--- src/rtl/mips_dmem_responder.sv ---
// Data-memory responder for the pipelined MIPS core.
// Serves the memory-stage port with a word RAM plus an I/O window holding a
// free-running cycle counter, a transmit FIFO drained over valid/ready, and a
// status register with sticky overflow / bad-address bits (write-1-to-clear).
module mips_dmem_responder #(
  parameter int          MEM_WORDS  = 64,
  parameter int          FIFO_DEPTH = 4,
  parameter logic [31:0] MMIO_BASE  = 32'hFFFF_0000
) (
  input  logic        clk,
  input  logic        reset,
  input  logic        dmem_write,
  input  logic [31:0] alu_out,
  input  logic [31:0] dmem_write_data,
  output logic [31:0] dmem_read_data,
  output logic        out_valid,
  output logic [31:0] out_data,
  input  logic        out_ready,
  output logic        err
);

  localparam int          AW        = (MEM_WORDS > 1) ? $clog2(MEM_WORDS) : 1;
  localparam int          PW        = $clog2(FIFO_DEPTH);
  localparam logic [31:0] RAM_BYTES = 32'(MEM_WORDS * 4);
  localparam logic [4:0]  DEPTH_C   = 5'(FIFO_DEPTH);

  logic [31:0]           ram_mem [MEM_WORDS];
  logic [31:0]           fifo_mem [FIFO_DEPTH];
  logic [PW-1:0]         rd_ptr_reg;
  logic [PW-1:0]         wr_ptr_reg;
  logic [4:0]            count_reg;
  logic [4:0]            count_next;
  logic [31:0]           cycle_reg;
  logic                  overflow_reg;
  logic                  bad_addr_reg;
  logic [FIFO_DEPTH-1:0] fifo_we;

  // Address decode; misalignment outranks every region, RAM outranks MMIO.
  logic          misaligned;
  logic          is_ram;
  logic          is_cycle;
  logic          is_tx;
  logic          is_status;
  logic          is_unmapped;
  logic [AW-1:0] ram_idx;

  assign misaligned  = (alu_out[1:0] != 2'b00);
  assign is_ram      = !misaligned && (alu_out < RAM_BYTES);
  assign is_cycle    = !misaligned && !is_ram && (alu_out == MMIO_BASE);
  assign is_tx       = !misaligned && !is_ram && (alu_out == MMIO_BASE + 32'h4);
  assign is_status   = !misaligned && !is_ram && (alu_out == MMIO_BASE + 32'h8);
  assign is_unmapped = !misaligned && !is_ram && !is_cycle && !is_tx && !is_status;
  assign ram_idx     = alu_out[AW+1:2];

  // FIFO handshake; a pop frees a slot in the same cycle, so a push into a
  // full FIFO that is also draining is accepted rather than counted as overflow.
  logic fifo_empty;
  logic fifo_full;
  logic push;
  logic pop;
  logic push_ok;
  logic overflow_set;
  logic overflow_clr;
  logic bad_addr_set;
  logic bad_addr_clr;

  assign fifo_empty   = (count_reg == 5'd0);
  assign fifo_full    = (count_reg == DEPTH_C);
  assign push         = dmem_write && is_tx;
  assign pop          = !fifo_empty && out_ready;
  assign push_ok      = push && (!fifo_full || pop);
  assign overflow_set = push && fifo_full && !pop;
  assign overflow_clr = dmem_write && is_status && dmem_write_data[16];
  assign bad_addr_set = dmem_write && (misaligned || is_unmapped);
  assign bad_addr_clr = dmem_write && is_status && dmem_write_data[17];

  assign out_valid = !fifo_empty;
  assign out_data  = fifo_mem[rd_ptr_reg];
  assign err       = overflow_reg || bad_addr_reg;

  // One write-enable per FIFO slot, selected by the write pointer.
  genvar gi;
  generate
    for (gi = 0; gi < FIFO_DEPTH; gi++) begin : g_fifo_we
      assign fifo_we[gi] = push_ok && (wr_ptr_reg == PW'(gi));
    end
  endgenerate

  // Occupancy after this cycle's push/pop.
  always_comb begin
    count_next = count_reg;
    if (push_ok && !pop) begin
      count_next = count_reg + 5'd1;
    end else if (!push_ok && pop) begin
      count_next = count_reg - 5'd1;
    end
  end

  // Zero-latency load mux; reads never touch state.
  always_comb begin
    dmem_read_data = 32'h0;
    if (is_ram) begin
      dmem_read_data = ram_mem[ram_idx];
    end else if (is_cycle) begin
      dmem_read_data = cycle_reg;
    end else if (is_status) begin
      dmem_read_data = {14'b0, bad_addr_reg, overflow_reg, 6'b0,
                        fifo_full, fifo_empty, 3'b0, count_reg};
    end
  end

  // RAM storage; contents survive reset but writes under reset are dropped.
  always_ff @(posedge clk) begin
    if (!reset && dmem_write && is_ram) begin
      ram_mem[ram_idx] <= dmem_write_data;
    end
  end

  // FIFO payload storage.
  always_ff @(posedge clk) begin
    for (int i = 0; i < FIFO_DEPTH; i++) begin
      if (!reset && fifo_we[i]) begin
        fifo_mem[i] <= dmem_write_data;
      end
    end
  end

  // Control state: counter, FIFO pointers/count, sticky bits (set beats clear).
  always_ff @(posedge clk) begin
    if (reset) begin
      cycle_reg    <= 32'h0;
      rd_ptr_reg   <= '0;
      wr_ptr_reg   <= '0;
      count_reg    <= 5'd0;
      overflow_reg <= 1'b0;
      bad_addr_reg <= 1'b0;
    end else begin
      cycle_reg    <= (dmem_write && is_cycle) ? 32'h0 : cycle_reg + 32'h1;
      count_reg    <= count_next;
      if (push_ok) begin
        wr_ptr_reg <= wr_ptr_reg + PW'(1);
      end
      if (pop) begin
        rd_ptr_reg <= rd_ptr_reg + PW'(1);
      end
      overflow_reg <= (overflow_reg && !overflow_clr) || overflow_set;
      bad_addr_reg <= (bad_addr_reg && !bad_addr_clr) || bad_addr_set;
    end
  end

endmodule

--- config.mk ---
export PLATFORM = sky130hd
export DESIGN_NAME = mips_dmem_responder
export DESIGN_NICKNAME = d
export VERILOG_FILES = /design/src/rtl/mips_dmem_responder.sv
export SDC_FILE = /design/constraint.sdc
export NUM_CORES = 2
export LEC_CHECK = 0
export BUFFER_PORTS_ARGS = -buffer_cell sky130_fd_sc_hd__buf_2
export CAP_MARGIN = 20
export CORE_MARGIN = 2
export CORE_UTILIZATION = 30
export CTS_BUF_LIST = sky130_fd_sc_hd__clkbuf_8
export CTS_CLUSTER_DIAMETER = 200
export DETAILED_ROUTE_END_ITERATION = 10
export GPL_TIMING_DRIVEN = 0
export SYNTH_ARGS = -nofsm -noshare
export SYNTH_HDL_FRONTEND = slang
export SYNTH_SLANG_ARGS = --single-unit
--- constraint.sdc ---
create_clock -name clk -period 12 [get_ports clk]
set_input_delay 1.2 -clock clk [delete_from_list [all_inputs] [get_ports clk]]
set_output_delay 1.2 -clock clk [all_outputs]
set_load 0.03 [all_outputs]
==> flow_summary_export.csv <==
group,metric,value,unit
sta,timing.hold.ws,410,ps
job,cap_violations,0,
logic_synthesis,synth_edf_count,2176,
placed_design,place.gp.congestion,0.962,
global_routing,grt_pass1_vias,46497,
sta,skew,53.1,ps
critical_path,cp_slowest_stage_delay,1070,ps
sta,fin_crit_sh,0.648,
sta,fin_crit,7770,ps
global_routing,grt_overflow_total,0,
sta,fmax,0.129,GHz
global_routing,grt_max_degree,69,
routing,vias,48984,
logic_synthesis,synthMuxAreaShare,0.154,
critical_path,cp.required,10800,ps
die,die_area,289000,um^2
die,core_area,283000,um^2
sta,setup_viol_count_final,0,
placed_design,post-place-ws,4480,ps
routing,wire_per_inst,36.2,um
logic_synthesis,synth_simple_gate_area_frac,0.0252,
clock_tree,cts_buffers,367,
clock_tree,clock_path_buffers,4,
power_and_ir_drop,internal_power,11.8,mW
die,start_util,0.302,
routing,wirelength,313000,um
final_layout,register_area,66200,um^2
power_and_ir_drop,p_sw_frac,0.233,
logic_synthesis,syn-cell-area,85300,um^2
sta,hold_violations,0,
routing,drt_iter0_markers,8717,
final_layout,syn2layout_area_growth,19.1,%
critical_path,critPathLaunchType,"primary input",
logic_synthesis,synth_cell_type_count,73,
die,die_h,537,um
outcome,status,"finished clean",
routing,drt_first_pass_iters,6,
critical_path,cpMostUsedCell,"buf_2",
logic_synthesis,synth-compound-area-share,0.0265,
global_routing,grt_use_total,0.212,
logic_synthesis,ys_ff_latch,2221,
logic_synthesis,synth_fa_ha_area_frac,0.00170,
logic_synthesis,synth-main-ff-cell,"edfxtp_1",
sta,final.setup.tns,0,ps
final_layout,n_fill_cell,25799,
die,io_pins,134,
sta,slew_headroom,0.0656,
routing,drtAntennaViolNets,0,
clock_tree,cts_tree,"yes",
power_and_ir_drop,vdd_drop_max,130,uV
global_routing,grt_first_pass_wirelength,410000,um
clock_tree,htreeDepth,5,
final_layout,multi_input_area,18500,um^2
clock_tree,cts_hold_buf,0,
critical_path,critPathKind,"in -> out",
clock_tree,clkLatencyLatePin,1090,ps
final_layout,final_common_cell,"edfxtp_1",
routing,drc_errors,0,
logic_synthesis,avgSynthCellArea,21.8,um^2
clock_tree,root_buffer,"clkbuf_8",
logic_synthesis,synth_nets,3993,
clock_tree,cts_setup_buffers,0,
die,rows,195,
sta,slew_viol_final,0,
routing,viasPerCell,5.67,
critical_path,critical_path_peak_fanout,14,
final_layout,largest_reg_flops,2048,
global_routing,antenna_found_initial,34,
placed_design,hpwl,213000,um
die,die_width,537,um
power_and_ir_drop,switching_power,3.59,mW
logic_synthesis,synth_cells,3914,
power_and_ir_drop,p_clk_frac,0.393,
critical_path,cp_slowest_cell,"o21ai_0",
logic_synthesis,async_flop_share,0,
critical_path,arrival,6570,ps
hold_path,hp-class,"in -> reg",
power_and_ir_drop,p_per_area,151,nW/um^2
power_and_ir_drop,leakagePower,32.1,nW
sta,finalWorstSetupSlack,4230,ps
clock_tree,ctsResizeCount,0,
logic_synthesis,synth_xor_area_frac,0.00349,
power_and_ir_drop,seqPwrFrac,0.553,
sta,rsz0062_at_grt,"no",
critical_path,crit_path_end_kind,"output port",
power_and_ir_drop,comb_power_share,0.054,
sta,worst_slew_pin_slew,1400,ps
clock_tree,cts.sinks,2221,
final_layout,final_nets,4695,
logic_synthesis,yosys_warnings,0,
placed_design,numPortBuffers,131,
logic_synthesis,yosysSeqAreaShare,0.777,
clock_tree,clkSlewWorstSetupHoldPaths,60,ps
logic_synthesis,synth_top_family_by_area,"multiplexers",
final_layout,drive_above_1_share,0.304,
critical_path,path_cells,"clkbuf_1 > buf_2 > buf_2 > buf_1 > buf_2 > nand2_1 > o21ai_0 > nor3_1 > a32o_1 > buf_2",
final_layout,layout_common_cells,"2176 x edfxtp_1, 514 x mux4_2, 377 x clkbuf_8",
## critical path: cells and delay by family
| family | cells | cell delay, ps |
|---|---|---|
| AOI/OAI and AO/OA | 2 | 1450 |
| buffers and inverters | 6 | 3210 |
| and+or+nand+nor | 2 | 600 |
## through the flow
stage / cells / cell area, um^2 / total power [mW] / util
after floorplan: 3914 / 85300 / 9.02 / -
after global placement: 7788 / 90600 / 9.42 / 0.321
after detailed placement: 7967 / 94800 / 9.47 / 0.336
after CTS: 8598 / 101000 / 15.4 / 0.358
after global routing: 8623 / 102000 / 15.7 / 0.359
final: 8640 / 102000 / 15.4 / 0.360
## final cells by class
type,count,share of cell area
antenna,19,0.000468
buffer,204,0.00985
clock buffer,377,0.0511
clock inverter,254,0.0119
inverter,20,0.000739
multi-input combinational,1469,0.182
sequential,2221,0.652
tap,3743,0.0461
timing repair buffer,333,0.0457
## power by group through the flow
stage	clock network [mW]	logic (mW)	registers, mW
after floorplan	0	0.339	8.68
after global placement	0	0.735	8.68
after detailed placement	0	0.792	8.68
after CTS	6.06	0.793	8.51
after global routing	6.40	0.839	8.51
final	6.04	0.836	8.51
## cell usage after synthesis, drive strengths merged (20+ instances only)
master,n,area (um^2)
nor4,27,218
o22ai,50,313
a21oi,48,240
edfxtp,2176,65300
o21ai,50,250
inv,20,75.1
nand2,92,345
nand3,33,165
nor3,20,100
mux2i,139,1390
dfxtp,45,901
clkbuf,89,334
buf,115,658
a22o,23,201
nor2,158,593
nand4,20,125
mux4,514,11600
a22oi,78,586
## metal layers
layer / vias up / global-route usage / part of all wire
met4: 20 / 0.128 / 0.067
li1: 18045 / - / -
met5: - / 0 / 0.00062
met1: 25610 / 0.263 / 0.35
met3: 1041 / 0.0723 / 0.14
met2: 4268 / 0.320 / 0.44
## final timing paths
| check | depth (start not counted) | slack [ps] | startpoint | to |
|---|---|---|---|---|
| worst max-delay path | 10 | 4230 | alu_out[3] | dmem_read_data[11] |
| worst min-delay path | 3 | 410 | dmem_write | bad_addr_reg |
| worst max register to register | 13 | 8950 | count_reg[0] | count_reg[4] |
| worst min register to register | 1 | 490 | cycle_reg[0] | cycle_reg[0] |
## logic make-up after synthesis
group                    count (synthesis)
adder cells (fa/ha/maj)                 11
AO/OA/AOI/OAI                          326
multiplexers                           666
flip-flops                            2221
buffers and inverters                  224
XOR/XNOR                                34
AND/OR/NAND/NOR                        432
Power figures use the tool's default switching activity.
